### src/rtl/store_buffer.sv
// rtl/store_buffer.sv - in-order store queue: allocate, fill, commit, drain to memory
// Optional store-to-load forwarding compiled in with STORE_FORWARD_EN.
module store_buffer #(
  parameter int DEPTH = 16
) (
  input  logic        clk_in,
  input  logic        rst_in,
  input  logic        rdy_in,
  input  logic        _clear,
  input  logic        _alloc_valid,
  input  logic [4:0]  _alloc_rob_id,
  input  logic [1:0]  _alloc_width,
  input  logic        _lsb_rs_ready,
  input  logic [4:0]  _lsb_rob_id,
  input  logic [31:0] _lsb_st_value,
  input  logic [31:0] _lsb_ptr_value,
  input  logic        _commit_valid,
  input  logic [4:0]  _commit_rob_id,
  output logic        _mem_req,
  output logic [31:0] _mem_addr,
  output logic [31:0] _mem_data,
  output logic [1:0]  _mem_width,
  input  logic        _mem_done,
  output logic        _sb_full,
  output logic        _sb_empty
`ifdef STORE_FORWARD_EN
  ,
  input  logic [31:0] _fwd_addr,
  output logic        _fwd_hit,
  output logic [31:0] _fwd_data
`endif
);

  localparam int PTR_W = (DEPTH > 1) ? $clog2(DEPTH) : 1;
  localparam int CNT_W = PTR_W + 1;
  localparam logic [CNT_W-1:0] FULL_CNT = CNT_W'(DEPTH);

  typedef enum logic [1:0] {E_INV, E_WAIT, E_FILL, E_COMM} ent_state_t;
  typedef enum logic {S_IDLE, S_BUSY} fsm_t;

  ent_state_t  ent_state [DEPTH];
  logic [4:0]  ent_rob   [DEPTH];
  logic [1:0]  ent_width [DEPTH];
  logic [31:0] ent_addr  [DEPTH];
  logic [31:0] ent_data  [DEPTH];

  logic [PTR_W-1:0] head, cptr, tail;
  logic [CNT_W-1:0] count, com_count;
  fsm_t             state, state_next;

  logic             do_alloc, do_fill, do_commit, do_start, do_pop, do_clear;
  logic [DEPTH-1:0] fill_hit;

  assign _sb_full  = (count == FULL_CNT);
  assign _sb_empty = (count == '0);

  // Everything is gated by rdy_in so a low rdy_in freezes all state.
  always_comb begin
    do_clear  = rdy_in && _clear;
    do_alloc  = rdy_in && !_clear && _alloc_valid && !_sb_full;
    do_fill   = rdy_in && !_clear && _lsb_rs_ready;
    do_commit = rdy_in && !_clear && _commit_valid &&
                (ent_state[cptr] == E_FILL) && (ent_rob[cptr] == _commit_rob_id);
    for (int i = 0; i < DEPTH; i++) begin
      fill_hit[i] = do_fill && (ent_state[i] == E_WAIT) && (ent_rob[i] == _lsb_rob_id);
    end
  end

  always_comb begin
    state_next = state;
    do_start   = 1'b0;
    do_pop     = 1'b0;
    if (rdy_in) begin
      case (state)
        S_IDLE: begin
          if (ent_state[head] == E_COMM) begin
            do_start   = 1'b1;
            state_next = S_BUSY;
          end
        end
        S_BUSY: begin
          if (_mem_done) begin
            do_pop     = 1'b1;
            state_next = S_IDLE;
          end
        end
        default: state_next = S_IDLE;
      endcase
    end
  end

  always_ff @(posedge clk_in) begin
    if (rst_in) begin
      state <= S_IDLE;
    end else begin
      state <= state_next;
    end
  end

  always_ff @(posedge clk_in) begin
    if (rst_in) begin
      _mem_req   <= 1'b0;
      _mem_addr  <= '0;
      _mem_data  <= '0;
      _mem_width <= '0;
    end else if (do_start) begin
      _mem_req   <= 1'b1;
      _mem_addr  <= ent_addr[head];
      _mem_data  <= ent_data[head];
      _mem_width <= ent_width[head];
    end else if (do_pop) begin
      _mem_req   <= 1'b0;
    end
  end

  always_ff @(posedge clk_in) begin
    if (rst_in) begin
      head      <= '0;
      cptr      <= '0;
      tail      <= '0;
      count     <= '0;
      com_count <= '0;
    end else begin
      if (do_pop)    head <= head + PTR_W'(1);
      if (do_commit) cptr <= cptr + PTR_W'(1);
      // A flush truncates the queue back to the committed region.
      if (do_clear) begin
        tail  <= cptr;
        count <= com_count - CNT_W'(do_pop);
      end else begin
        if (do_alloc) tail <= tail + PTR_W'(1);
        count <= count + CNT_W'(do_alloc) - CNT_W'(do_pop);
      end
      com_count <= com_count + CNT_W'(do_commit) - CNT_W'(do_pop);
    end
  end

  always_ff @(posedge clk_in) begin
    if (rst_in) begin
      for (int i = 0; i < DEPTH; i++) ent_state[i] <= E_INV;
    end else begin
      if (do_clear) begin
        for (int i = 0; i < DEPTH; i++) begin
          if (ent_state[i] == E_WAIT || ent_state[i] == E_FILL) ent_state[i] <= E_INV;
        end
      end
      if (do_alloc) ent_state[tail] <= E_WAIT;
      for (int i = 0; i < DEPTH; i++) begin
        if (fill_hit[i]) ent_state[i] <= E_FILL;
      end
      if (do_commit) ent_state[cptr] <= E_COMM;
      if (do_pop)    ent_state[head] <= E_INV;
    end
  end

  // Payload storage carries no reset; validity lives in ent_state.
  always_ff @(posedge clk_in) begin
    if (do_alloc) begin
      ent_rob[tail]   <= _alloc_rob_id;
      ent_width[tail] <= _alloc_width;
    end
    for (int i = 0; i < DEPTH; i++) begin
      if (fill_hit[i]) begin
        ent_addr[i] <= _lsb_ptr_value;
        ent_data[i] <= _lsb_st_value;
      end
    end
  end

`ifdef STORE_FORWARD_EN
  logic unused_fwd_lo;
  assign unused_fwd_lo = ^_fwd_addr[1:0];

  // Walk oldest to youngest so the youngest matching word store wins.
  always_comb begin
    logic [PTR_W-1:0] idx;
    _fwd_hit  = 1'b0;
    _fwd_data = '0;
    idx       = '0;
    for (int i = 0; i < DEPTH; i++) begin
      idx = head + PTR_W'(i);
      if ((ent_state[idx] == E_FILL || ent_state[idx] == E_COMM) &&
          (ent_width[idx] == 2'b10) &&
          (ent_addr[idx][31:2] == _fwd_addr[31:2])) begin
        _fwd_hit  = 1'b1;
        _fwd_data = ent_data[idx];
      end
    end
  end
`endif

endmodule

### config.mk
export PLATFORM = sky130hd
export DESIGN_NAME = store_buffer
export DESIGN_NICKNAME = d
export VERILOG_FILES = /design/src/rtl/store_buffer.sv
export SDC_FILE = /design/constraint.sdc
export NUM_CORES = 2
export LEC_CHECK = 0
export BUFFER_PORTS_ARGS = -buffer_cell sky130_fd_sc_hd__buf_2
export CORE_MARGIN = 1.5
export CORE_UTILIZATION = 62
export CTS_CLUSTER_DIAMETER = 40
export DETAILED_ROUTE_END_ITERATION = 7
export GPL_TIMING_DRIVEN = 0
export MAX_ROUTING_LAYER = met4
export PLACE_DENSITY = 0.75
export RECOVER_POWER = 25
export SYNTH_ARGS = -nofsm -noshare
export SYNTH_HDL_FRONTEND = slang
export SYNTH_SLANG_ARGS = --single-unit
### constraint.sdc
create_clock -name clk_in -period 14.1 [get_ports clk_in]
set_input_delay 2.82 -clock clk_in [delete_from_list [all_inputs] [get_ports clk_in]]
set_output_delay 2.82 -clock clk_in [all_outputs]
set_load 0.005 [all_outputs]
### Word-level counts from Yosys, hierarchy flattened

Memories as Yosys holds them, arrays and structs flattened. A register that Yosys moved wholly into a read port is not among the register bits.
Index checks and enable logic that the tools add are counted.

* register bits after elaboration: 24
* latch bits: 0
* bits in writable memories: 1168
* memory bits (read-only): 0
* output and inout port bits: 69
* memories: 5

Memories
* ent_addr: depth 16, width 32, read ports 1, clocked after Yosys merged registers in 1, write ports 16, line 44 `logic [31:0] ent_addr [DEPTH];`
* ent_data: depth 16, width 32, read ports 1, clocked after Yosys merged registers in 1, write ports 16, line 45 `logic [31:0] ent_data [DEPTH];`
* ent_rob: depth 16, width 5, read ports 17, clocked after Yosys merged registers in 1, write ports 1, line 42 `logic [4:0] ent_rob [DEPTH];`
* ent_state: depth 16, width 2, read ports 18, clocked after Yosys merged registers in 2, write ports 19, line 41 `ent_state_t ent_state [DEPTH];`
* ent_width: depth 16, width 2, read ports 1, clocked after Yosys merged registers in 1, write ports 1, line 43 `logic [1:0] ent_width [DEPTH];`

* add/sub/neg operators: 8
* $mul: 0
* divide/modulo/power cells: 0
* order comparisons: 0
* equality and inequality tests: 68
* shift-type cells: 0
* multiplexer cells: 191
* bitwise operators: 81
* reduce and logical (&&, ||, !) cells: 61

Operators with widths (number)
* 1-bit two-way mux: 149
* 5-bit == test: 17
* 4-bit == test, second input constant: 16
* 2-bit two-way mux: 32
* 1-bit logical AND: 40
* 2-bit == test, second input constant: 18
* 1-bit bitwise AND: 32
* 2-bit by 1-bit == test with 1-bit output, second input constant: 16
* 4-bit two-way mux: 8
* 1-bit bitwise OR: 32
* 1-bit NOT: 17
* 1-bit logical OR: 16
* 5-bit by 1-bit subtractor with 5-bit output: 3
* 4-bit by 1-bit adder with 4-bit output, second input constant: 3
* 5-bit by 1-bit adder with 5-bit output: 2
* 5-bit == test, second input constant: 1
* 5-bit zero test: 1
* 5-bit two-way mux: 1
* 2-bit nonzero test: 2
* 1-bit zero test: 2
* 1-bit case mux with 2 select lines: 1

### Logic depth before layout (Yosys ltp)

* depth in word-level cells: 26
* mapped depth: 20
* gate-level depth less buffers: 17

### Worst setup path before layout

No wires, ideal clock.

* path kind: input to register
* start: in _lsb_rob_id[1]
* end: mem ent_state[15][1] (netlist bit)
* arrival time: 11.981 ns
* required time: 14.009 ns
* setup slack: 2.028 ns
* stages on the path: 9
* buffers on the path: 2
* cell sequence: buf_2 -> buf_2 -> xnor2_1 -> nand4_1 -> nor4_1 -> a21oi_1 -> a41oi_1 -> nor2_1 -> a211oi_2

RTL lines
* start: declaration: line 14 `input logic [4:0] _lsb_rob_id,`
* end: declaration: line 41

==> results list <==
- Sequential cells were found to cover between 70% and 80% of the synthesized design area.
* Row count: 104
* Net count after synthesis: 2700
- H-tree depth: 4
- The synthesized netlist occupies a cell area of 50500 µm².
- Reg clk slew, reported paths: around 70 ps
* Root buffer cell: clkbuf_16
- The initial antenna violation count is 14.
* Buffer levels on the longest clock path: 3
- The finished cells cover 59000 µm².
* Number of failing setup endpoints in the final timing report: 0
* Critical Path Source Type: input pin
* Placed Instance Area: 54100 µm²
* Boundary pin count: 158
- The flow ran to the end, but the final reports show violations.
* Number of library cell types mapped by synthesis: 74
* Total number of clock tree sinks: 1266
- The floorplan step defined a die boundary enclosing 83200 µm².
- Net total in the final layout: approximately 3100
- The worst pin sits at a relative slew slack of -2.19%.
- Power density over cell area: roughly 140 nW/µm²
- Seq cells post-synth: 1266
- For the final database, setup skew stands at 50.5 ps.
* Total area of multi-input combinational cells: 13100 µm²
- Data arrives at the worst endpoint at 7070 ps.
- After detailed routing, the number of vias per cell comes to around 6.7.
- The post-route netlist has 28.1% of its cells at a drive strength greater than 1.
* Avg WL per Cell: 33.8 µm
- Avg Cell Area, Syn: 19.7 µm²
* WS Path Type: in -> reg
* Maximum capacitance violations: 1
- Post-synthesis to final-layout area growth: 16.7%
* Detailed-routing iteration count for the pre-antenna-repair pass: 8
* Chip Height: ~290 µm
- Summing the areas of all and, or, nand and nor instances in the mapped netlist gives 3.80% of the synthesized area.
* Time the final worst path needs with I/O delays and setup: 6610 ps
- Number of standard cells after synthesis: around 2600
- CP Capture Type: flip-flop
- In the final timing run, aggregate negative setup slack is 0 ps.
- Vias in the first global route: 28746
* Cts repair resizes: 0
* Maximum VDD drop: 144 µV
* Effective utilization at floorplan: 62.7%
* Aggregate routed wire length: approximately 140000 µm
- Insertion delay of the later-clocked pin in the worst-skew pair: around 760 ps
- Xor and xnor area share after synthesis: ~1.7%
* Multiplexer share of the synthesized area: 17.1%
* Largest net degree at the start of global routing: between 40 and 50
- Total design power: 0.00797 W
* Inserted Clock Buffers: around 150
- For this run, design rule violations remaining after detail routing come to 0.
- The count of endpoints failing hold in the final timing report was 0.
- Setup repair after global routing left no endpoint under its margin.
* Static leakage: 18.7 nW
- Number of enable flip-flop cells after synthesis: approximately 1100
- Of the total synthesized cell area, the portion taken by full adders, half adders and majority gates is between 1 and 1.5%.
* Storage element area: 36700 µm²
* Number of DRC violations after detailed-routing iteration 0: between 3000 and 4000
- Excluding fillers, the count of instances in the completed layout stands at 4207.
- Global-route usage over all layers: roughly 36%
- IO buf count: 151
* Number of cells in the design after placement: 3923
- Share of the synthesized area in compound gates (AO/OA/AOI/OAI): 2.10%
- For the pin with the worst max-slew slack, the measured transition is 1530 ps.
- Width of the die: 289 µm
- The wire-length estimate of the detail-placed layout is 91700 µm.
- Final ANT Viol Nets: 0
- After synthesis, the share of flip-flops with an asynchronous set or reset is 0%.
- Placeable core region: just over 80000 µm²
* Global-route wire length before repair: roughly 200000 µm
* Max-slew violation total from the final report: 11
* Final weighted congestion of routability-driven global placement: 0.971
* Failing checks: max-capacitance violations, max-slew violations
- Via count of the routed design: 28279
- The most used flip-flop cell after synthesis is edfxtp_1.
* Maximum achievable frequency: 151 MHz
* Worst hold path class: reg -> reg
- Required time of the critical path: 14560 ps
* Filler instances: 4627
- The Yosys step of the flow raised 0 warnings.
- In this run, post-CTS hold repair placed 0 buffers.
- TritonCTS clock tree: yes
- After global routing the overflow that remains totals 0.
* Largest family of logic cells by synthesized area: multiplexers
- Buffers inserted during post-CTS setup optimization: 0
- Worst-path fanout max: 10
* Final critical-path share of the clock period: between 40 and 50%
[routing by layer]
metal  routed length [µm]  up-vias  global-route usage [%]
met5                    0        -                       -
met4                 5380        0                    13.5
met3                13700      339                    6.29
met2                70500     1844                    56.3
met1                52800    14690                    47.9
li1                     -    11406                       -
[path summary, 6_finish.rpt]
check	slack, ps	endpoint	cells past startpoint	start
setup / recovery	7490	ent_data[7][12]	12	rdy_in
hold / removal	490	_mem_addr[22]	2	_mem_addr[22]
setup reg to reg	9010	com_count[4]	19	flip-flop
hold reg to reg	490	_mem_addr[22]	2	_mem_addr[22]
[power breakdown]
group	leakage (nW)	internal (W)	total, W	switching (W)
Combinational	5.09	0.0000339	0.000136	0.000102
Sequential	11.3	0.00409	0.00409	0.00000423
Clock	2.32	0.00216	0.00375	0.00158
Total	18.7	0.00628	0.00797	0.00169
[state kept, by name, summed over array words and instances (netlist names), 5 cells and up, named ones only]
name,flops
_mem_data,32
ent_rob,80
com_count,5
ent_width,32
ent_addr,512
ent_state,32
ent_data,512
count,5
_mem_addr,32
[per-stage QoR]
stage	utilization (%)	setup slack [ps]	hold WS (ps)
finish	73.2	7490	491
CTS	73.3	7670	493
global route	73.2	7300	532
floorplan	-	2030	480
global placement	65.3	-12700	467
detailed placement	67.2	6900	477
[synth_stat cells, types with 36 or more instances]
cell / number / area (µm²)
mux4_2: 344 / 7750
clkbuf_1: 76 / 285
dfxtp_1: 130 / 2600
ha_1: 43 / 538
nor2_1: 157 / 589
nand3_1: 36 / 180
mux2i_1: 84 / 841
nand2_1: 54 / 203
edfxtp_1: 1136 / 34100
inv_1: 47 / 176
a21oi_1: 37 / 185
xnor2_1: 68 / 596
[worst max-delay path, stage by stage]
cell      delay, ps
buf_2            90
clkbuf_1        570
nand3b_1        770
clkbuf_1        580
nor4_2          710
buf_4           310
buf_4           200
buf_4           190
buf_4           220
buf_4           190
buf_4           200
buf_4           190
[placed cells by master (no fill, tap or decap), types with 8 or more instances in the layout]
master      count
a21oi_1        37
a31oi_1        13
buf_1          31
buf_2         130
buf_4         108
buf_6          28
bufinv_16       9
clkbuf_1      159
clkbuf_16     148
clkinv_1       15
clkinv_16       8
clkinv_2       16
clkinvlp_4     13
dfxtp_1       130
diode_2        14
edfxtp_1     1136
ha_1           43
inv_1          45
mux2i_1        84
mux4_2        344
nand2_1        54
nand3_1        36
nand4_1        28
nor2_1        154
nor2b_1        12
nor3_1         11
nor4_1          8
nor4b_1        10
o21ai_0        28
xnor2_1        68
xor2_1         31
[final cells by class]
class / instances / area share, %
antenna: 14 / 0.0594
inverter: 48 / 0.314
sequential: 1266 / 62.2
tap: 1060 / 2.25
timing repair buffer: 297 / 3.57
buffer: 141 / 1.01
clock inverter: 83 / 1.68
multi-input combinational: 1111 / 22.3
clock buffer: 187 / 6.60
[cells by family after synthesis]
group	after synthesis
flip-flops	1266
multiplexers	431
AND/OR/NAND/NOR	383
buffers and inverters	189
AO/OA/AOI/OAI	153
XOR/XNOR	99
adder cells (fa/ha/maj)	45
(Power assumes the default switching activity.)
